==> src/rtl/store_write_controller_if.sv <==
// Store-side request and memory-side write bundle for store_write_controller.
// The controller takes the slave modport; a core/memory model takes master.
interface store_write_controller_if #(
  parameter int unsigned AW = 32
) ();
  logic          st_valid;
  logic          st_ready;
  logic [AW-1:0] st_addr;
  logic [31:0]   st_data;
  logic          st_sb;
  logic          st_sh;
  logic          st_sw;
  logic          mem_wvalid;
  logic          mem_wready;
  logic [AW-1:0] mem_addr;
  logic [31:0]   mem_wdata;
  logic [3:0]    mem_be;

  modport master (
    output st_valid, st_addr, st_data, st_sb, st_sh, st_sw, mem_wready,
    input  st_ready, mem_wvalid, mem_addr, mem_wdata, mem_be
  );

  modport slave (
    input  st_valid, st_addr, st_data, st_sb, st_sh, st_sw, mem_wready,
    output st_ready, mem_wvalid, mem_addr, mem_wdata, mem_be
  );
endinterface

==> src/rtl/store_write_controller.sv <==
// Store buffer: lane-replicates and byte-enables core stores, queues them and drains to memory.
// Optional STORE_MISALIGN_CHK_EN drops misaligned sh/sw stores and pulses misalign_err.
module store_write_controller #(
  parameter int unsigned DEPTH = 4,
  parameter int unsigned AW    = 32
) (
  input  logic                    clk,
  input  logic                    rst_n,
  store_write_controller_if.slave bus,
  input  logic                    flush_req,
  output logic                    flush_done,
  input  logic [AW-1:0]           ld_addr,
  output logic                    ld_hazard,
`ifdef STORE_MISALIGN_CHK_EN
  output logic                    misalign_err,
`endif
  output logic [$clog2(DEPTH):0]  occupancy
);
  localparam int unsigned PW = $clog2(DEPTH);
  localparam int unsigned CW = PW + 1;

  typedef enum logic [1:0] {StIdle, StIssue, StFlushed} state_e;

  state_e        state_q;
  logic          wvalid_q, flush_done_q, flush_pend_q;
  logic [PW-1:0] rd_ptr_q, wr_ptr_q, hz_off;
  logic [CW-1:0] count_q, count_next;
  logic [AW-3:0] waddr_q [DEPTH];
  logic [31:0]   wdata_q [DEPTH];
  logic [3:0]    be_q    [DEPTH];

  logic          is_w, is_h, full, accept, push, pop;
  logic [31:0]   lane_data;
  logic [3:0]    lane_be;
  logic          unused_sig;

  // Byte width is the fallback, so st_sb and the load byte offset never need decoding.
  assign unused_sig = ^{ld_addr[1:0], bus.st_sb};

  always_comb begin
    is_w      = bus.st_sw;
    is_h      = !bus.st_sw && bus.st_sh;
    lane_data = {is_w ? bus.st_data[31:24] : (is_h ? bus.st_data[15:8] : bus.st_data[7:0]),
                 is_w ? bus.st_data[23:16] : bus.st_data[7:0],
                 (is_w || is_h) ? bus.st_data[15:8] : bus.st_data[7:0],
                 bus.st_data[7:0]};
    if (is_w)      lane_be = 4'b1111;
    else if (is_h) lane_be = bus.st_addr[1] ? 4'b1100 : 4'b0011;
    else           lane_be = 4'b0001 << bus.st_addr[1:0];
  end

  assign full         = (count_q == CW'(DEPTH));
  assign bus.st_ready = !full && !flush_pend_q;
  assign accept       = bus.st_valid && bus.st_ready;
  assign pop          = wvalid_q && bus.mem_wready;

`ifdef STORE_MISALIGN_CHK_EN
  logic misalign, misalign_q;
  assign misalign     = (is_w && (bus.st_addr[1:0] != 2'b00)) || (is_h && bus.st_addr[0]);
  assign push         = accept && !misalign;
  assign misalign_err = misalign_q;

  always_ff @(posedge clk or negedge rst_n) begin
    if (!rst_n) misalign_q <= 1'b0;
    else        misalign_q <= accept && misalign;
  end
`else
  assign push = accept;
`endif

  assign count_next = count_q + CW'(push) - CW'(pop);

  always_ff @(posedge clk or negedge rst_n) begin
    if (!rst_n) begin
      rd_ptr_q <= '0;
      wr_ptr_q <= '0;
      count_q  <= '0;
      for (int unsigned i = 0; i < DEPTH; i++) begin
        waddr_q[i] <= '0;
        wdata_q[i] <= '0;
        be_q[i]    <= '0;
      end
    end else begin
      if (push) begin
        waddr_q[wr_ptr_q] <= bus.st_addr[AW-1:2];
        wdata_q[wr_ptr_q] <= lane_data;
        be_q[wr_ptr_q]    <= lane_be;
        wr_ptr_q          <= wr_ptr_q + PW'(1);
      end
      if (pop) rd_ptr_q <= rd_ptr_q + PW'(1);
      count_q <= count_next;
    end
  end

  // Head fields come straight from storage so they hold until the entry pops.
  assign bus.mem_wvalid = wvalid_q;
  assign bus.mem_addr   = {waddr_q[rd_ptr_q], 2'b00};
  assign bus.mem_wdata  = wdata_q[rd_ptr_q];
  assign bus.mem_be     = be_q[rd_ptr_q];
  assign flush_done     = flush_done_q;
  assign occupancy      = count_q;

  always_comb begin
    ld_hazard = 1'b0;
    hz_off    = '0;
    for (int unsigned i = 0; i < DEPTH; i++) begin
      hz_off = PW'(i) - rd_ptr_q;
      if (({1'b0, hz_off} < count_q) && (waddr_q[i] == ld_addr[AW-1:2])) ld_hazard = 1'b1;
    end
  end

  always_ff @(posedge clk or negedge rst_n) begin
    if (!rst_n) begin
      state_q      <= StIdle;
      wvalid_q     <= 1'b0;
      flush_done_q <= 1'b0;
      flush_pend_q <= 1'b0;
    end else begin
      flush_done_q <= 1'b0;
      if (flush_req) flush_pend_q <= 1'b1;
      unique case (state_q)
        StIdle: begin
          if (count_q != '0) begin
            state_q  <= StIssue;
            wvalid_q <= 1'b1;
          end else if (flush_pend_q) begin
            state_q      <= StFlushed;
            flush_done_q <= 1'b1;
          end
        end
        StIssue: begin
          if (bus.mem_wready && (count_next == '0)) begin
            wvalid_q <= 1'b0;
            if (flush_pend_q) begin
              state_q      <= StFlushed;
              flush_done_q <= 1'b1;
            end else begin
              state_q <= StIdle;
            end
          end
        end
        StFlushed: begin
          // A flush_req landing here is absorbed by the flush being completed.
          state_q      <= StIdle;
          flush_pend_q <= 1'b0;
        end
        default: begin
          state_q  <= StIdle;
          wvalid_q <= 1'b0;
        end
      endcase
    end
  end
endmodule

==> src/flat_wrapper.sv <==
// flat-port wrapper written by rule: the top's interface ports become plain ports
module store_write_controller_flat 
#(
  parameter int unsigned DEPTH = 4,
  parameter int unsigned AW    = 32
)
  (clk, rst_n, flush_req, flush_done, ld_addr, ld_hazard, occupancy, bus_st_valid, bus_st_addr, bus_st_data, bus_st_sb, bus_st_sh, bus_st_sw, bus_mem_wready, bus_st_ready, bus_mem_wvalid, bus_mem_addr, bus_mem_wdata, bus_mem_be);
  store_write_controller_if #(.AW(AW)) bus_i ();
  input  logic clk;
  input  logic rst_n;
  input  logic flush_req;
  output logic flush_done;
  input  logic [AW-1:0] ld_addr;
  output logic ld_hazard;
  output logic [$clog2(DEPTH):0] occupancy;
  input wire logic [$bits(bus_i.st_valid)-1:0] bus_st_valid;
  input wire logic [$bits(bus_i.st_addr)-1:0] bus_st_addr;
  input wire logic [$bits(bus_i.st_data)-1:0] bus_st_data;
  input wire logic [$bits(bus_i.st_sb)-1:0] bus_st_sb;
  input wire logic [$bits(bus_i.st_sh)-1:0] bus_st_sh;
  input wire logic [$bits(bus_i.st_sw)-1:0] bus_st_sw;
  input wire logic [$bits(bus_i.mem_wready)-1:0] bus_mem_wready;
  output wire logic [$bits(bus_i.st_ready)-1:0] bus_st_ready;
  output wire logic [$bits(bus_i.mem_wvalid)-1:0] bus_mem_wvalid;
  output wire logic [$bits(bus_i.mem_addr)-1:0] bus_mem_addr;
  output wire logic [$bits(bus_i.mem_wdata)-1:0] bus_mem_wdata;
  output wire logic [$bits(bus_i.mem_be)-1:0] bus_mem_be;
  assign bus_i.st_valid = bus_st_valid;
  assign bus_i.st_addr = bus_st_addr;
  assign bus_i.st_data = bus_st_data;
  assign bus_i.st_sb = bus_st_sb;
  assign bus_i.st_sh = bus_st_sh;
  assign bus_i.st_sw = bus_st_sw;
  assign bus_i.mem_wready = bus_mem_wready;
  assign bus_st_ready = bus_i.st_ready;
  assign bus_mem_wvalid = bus_i.mem_wvalid;
  assign bus_mem_addr = bus_i.mem_addr;
  assign bus_mem_wdata = bus_i.mem_wdata;
  assign bus_mem_be = bus_i.mem_be;
  store_write_controller #(.DEPTH(DEPTH), .AW(AW)) u_core (.clk(clk), .rst_n(rst_n), .bus(bus_i), .flush_req(flush_req), .flush_done(flush_done), .ld_addr(ld_addr), .ld_hazard(ld_hazard), .occupancy(occupancy));
endmodule
==> config.mk <==
export PLATFORM = sky130hd
export DESIGN_NAME = store_write_controller_flat
export DESIGN_NICKNAME = d
export VERILOG_FILES = /design/src/rtl/store_write_controller_if.sv /design/src/rtl/store_write_controller.sv /design/src/flat_wrapper.sv
export SDC_FILE = /design/constraint.sdc
export NUM_CORES = 1
export LEC_CHECK = 0
export ABC_CLOCK_PERIOD_IN_PS = 2200
export CAP_MARGIN = 20
export CORE_MARGIN = 2
export CORE_UTILIZATION = 50
export CTS_CLUSTER_DIAMETER = 40
export DETAILED_ROUTE_END_ITERATION = 12
export HOLD_SLACK_MARGIN = 0.02
export PLACE_DENSITY = 0.82
export SLEW_MARGIN = 25
export SYNTH_ARGS = -nofsm -noshare
export SYNTH_HDL_FRONTEND = slang
export SYNTH_SLANG_ARGS = --single-unit
==> constraint.sdc <==
create_clock -name clk -period 2.2 [get_ports clk]
set_input_delay 0.22 -clock clk [delete_from_list [all_inputs] [get_ports clk]]
set_output_delay 0.22 -clock clk [all_outputs]
set_load 0.05 [all_outputs]
==> flow_metrics.env <==
export IMPL_clock_latency_ps=540
export IMPL_cts_sinks=276
export IMPL_yosys_top_cells_area="dfrtp_1 (51%), mux2_2 (13%), mux4_2 (11%), xor2_1 (6.3%), o21ai_0 (4.2%)"
export IMPL_worstPathArrival_ps=2640
export IMPL_area_growth_pct=35.85
export IMPL_cp_end_kind="output port"
export IMPL_irDropWorstVdd_mv=1.106
export IMPL_critPathRequiredTime_ps=1980
export IMPL_drtPass1Iterations=5
export IMPL_grt_pass1_vias=10840
export IMPL_regArea_um2=6917
export IMPL_worst_path_max_fanout=3
export IMPL_synth_avg_cell_area_um2=12.86
export IMPL_fin_ws_ps=-664.6
export IMPL_clock_root_buffer="clkbuf_16"
export IMPL_fillers=1729
export IMPL_synth_top_cell_by_area="dfrtp_1"
export IMPL_ff2ff_path_depth=11
export IMPL_r2r_end="u_core.state_q[1]$_DFFE_PN0P_"
export IMPL_initial_utilization=0.5054
export IMPL_cts_tree="built"
export IMPL_start_kind="register"
export IMPL_remaining_drc_errors=0
export IMPL_fin_crit_sh=1.302
export IMPL_setup_violations=63
export IMPL_rr_startpoint="u_core.occupancy[0]$_DFF_PN0_"
export IMPL_crit_chain="xor2_1 > nor4_1 > nand4_1 > a2111oi_2 > or4_4 > buf_12"
export IMPL_numPortBuffers=173
export IMPL_grt_max_degree=82
export IMPL_hold_viol=0
export IMPL_max_slew_margin=0.6286
export IMPL_worstSetupStartpoint="u_core.waddr_q[48]$_DFFE_PN0P_"
export IMPL_h_tree_depth=2
export IMPL_wl_per_cell_um=23.77
export IMPL_netlist_instances=1053
export IMPL_gp_congestion=0.9619
export IMPL_violations="setup timing"
export IMPL_drt_first_iter_violations=904
export IMPL_chipWidth_um=168.6
export IMPL_placed_area_um2=15930
export IMPL_netlist_area_um2=13550
export IMPL_chipHeight_um=168.6
export IMPL_clkTransAtPathRegs_ps=50
export IMPL_yosysTopAreaCellShare=0.5099
export IMPL_crit_buf_inv=1
export IMPL_multi_input_area_um2=6541
export IMPL_drv_cap=0
export IMPL_rsz0062_at_grt="true"
export IMPL_path_class="reg2out"
export IMPL_seq_area_frac_synth=0.5099
export IMPL_slew_viol_final=0
export IMPL_clk_path_buf_depth=3
export IMPL_p_total_mw=26.57
export IMPL_drive_gt1_frac=0.3798
export IMPL_io_pins=179
export IMPL_place_ws_ps=-375.9
export IMPL_ant_nets=0
export IMPL_antenna_found_initial=1
export IMPL_period_needed_ps=2865
export IMPL_fmax_ghz=0.3491
export IMPL_rrSetupSlack_ps=-120
export IMPL_hp_class="in2async"
export IMPL_die_area_um2=28420
export IMPL_dpl_hpwl_mm=24.80
export IMPL_core_area_um2=26800
export IMPL_tightest_slew_ps=552.0
export IMPL_routed_wirelength_mm=39.86
export IMPL_cts_buffers=41
export IMPL_ys_types=33
export IMPL_layout_nets=1419
export IMPL_crit_slowest_cell="nor4_1"
export IMPL_grt_ovfl_total=0
export IMPL_cp_top_family="simple AND/OR/NAND/NOR gates"
export IMPL_worst_path_largest_cell_delay_ps=510
export IMPL_crit_cells=6
export IMPL_crit_path_end="ld_hazard"
export IMPL_fin_skew_ps=19.39
export IMPL_rows=60
export IMPL_powerDensity_nw_per_um2=1444
export IMPL_vias_per_cell=6.036
export IMPL_leakage_nw=8.681
export IMPL_design_area_um2=18400
export IMPL_fin_setup_tns_ps=-10820
export IMPL_status="complete, but fails checks"
export IMPL_synth_warnings=0
export IMPL_grt_usage=0.2846
export IMPL_grt_pass1_wl_mm=62.26
export IMPL_via_count=10120
export IMPL_synth_seq_cells=276
==> report_power, final <==
group,total (mW),switching (mW),internal (mW)
combinational,11.8,6.30,5.54
clock,6.63,2.51,4.12
sequential,8.10,1.34,6.76
==> final cells by class <==
| cell class | instances | area share |
|---|---|---|
| Sequential cell | 276 | 0.3759 |
| Multi-Input combinational cell | 700 | 0.3555 |
| Timing Repair Buffer | 270 | 0.1658 |
| Clock buffer | 48 | 0.05990 |
| Tap cell | 341 | 0.02319 |
| Clock inverter | 26 | 0.01639 |
| Inverter | 15 | 0.003196 |
| Antenna cell | 1 | 0.0001360 |
==> flip-flops by register name (all words and copies together), names as in the netlist <==
name / count
u_core.be_q: 16
u_core.bus.mem_wvalid: 1
u_core.flush_done: 1
u_core.flush_pend_q: 1
u_core.occupancy: 3
u_core.rd_ptr_q: 2
u_core.state_q: 2
u_core.waddr_q: 120
u_core.wdata_q: 128
u_core.wr_ptr_q: 2
==> Yosys cell counts <==
cell type	count
inv_1	15
nand4_1	10
nand2b_1	1
nand3_1	4
clkbuf_1	32
or4_1	1
dfrtp_1	276
o21ai_0	114
nand2_1	120
and2_1	1
nor3b_1	2
buf_2	13
buf_4	4
fa_1	1
conb_1	1
nor2_1	14
mux4_2	66
nor4_1	22
xnor2_1	27
nor2b_1	1
xor2_1	97
ha_1	10
buf_1	2
xor3_1	1
buf_6	12
a2111oi_0	4
o31ai_1	1
o21ba_2	1
mux2_2	152
mux2i_1	25
a21oi_1	18
a211oi_4	1
nor3_1	4
==> layout by cell type, fill, tap and decap left out, drive strengths merged, types with 25 or more instances in the layout <==
master and instances:
nand2 120, mux2 152, o21ai 114, clkdlybuf4s50 103, dfrtp 276, xor2 97
mux4 66, mux2i 25, clkbuf 48, buf 163, xnor2 27
==> worst min-delay path by stage <==
stage	start	endpoint	slack [ps]	depth (start not counted)
3_3_place_gp	rst_n	u_core.state_q[0]$_DFFE_PN0P_	210	1
2_1_floorplan	rst_n	u_core.be_q[0]$_DFFE_PN0P_	-80	0
5_1_grt	rst_n	u_core.be_q[9]$_DFFE_PN0P_	300	2
4_1_cts	rst_n	u_core.wdata_q[89]$_DFFE_PN0P_	270	2
3_5_place_dp	rst_n	u_core.be_q[9]$_DFFE_PN0P_	220	1
6_report	rst_n	u_core.be_q[12]$_DFFE_PN0P_	250	2
==> metrics by stage <==
step                utilization  hold slack [ps]  cells
global placement         0.5943            211.8   1575
detailed placement       0.5943            222.5   1575
floorplan                     -           -75.59   1054
CTS                      0.6837            269.0   1680
finish                   0.6866            247.3   1677
global route             0.6865            298.7   1676
==> kinds of logic after synthesis <==
family / share of synthesized area
AO/OA/AOI/OAI: 0.05413
XOR/XNOR: 0.08193
adder cells (fa/ha/maj): 0.01072
buffers and inverters: 0.03057
flip-flops: 0.5099
multiplexers: 0.2546
other: 0.0002768
AND/OR/NAND/NOR: 0.05792
==> repair_timing <==
action	4_1_cts	5_1_grt
setup endpoints to repair	72	79
buffers inserted	20	3
resized for setup	136	48
pin swaps	13	16
hold buffers	1	0
endpoints found under the hold margin	62	0
gates cloned	11	0
==> metal layers <==
| metal | global-route usage | part of all wire |
|---|---|---|
| met1 | 0.3609 | 0.38 |
| met2 | 0.4774 | 0.49 |
| met3 | 0.04816 | 0.074 |
| met4 | 0.1417 | 0.055 |
| met5 | 0 | 0 |
No activity file was read; power rests on OpenSTA's default activity.
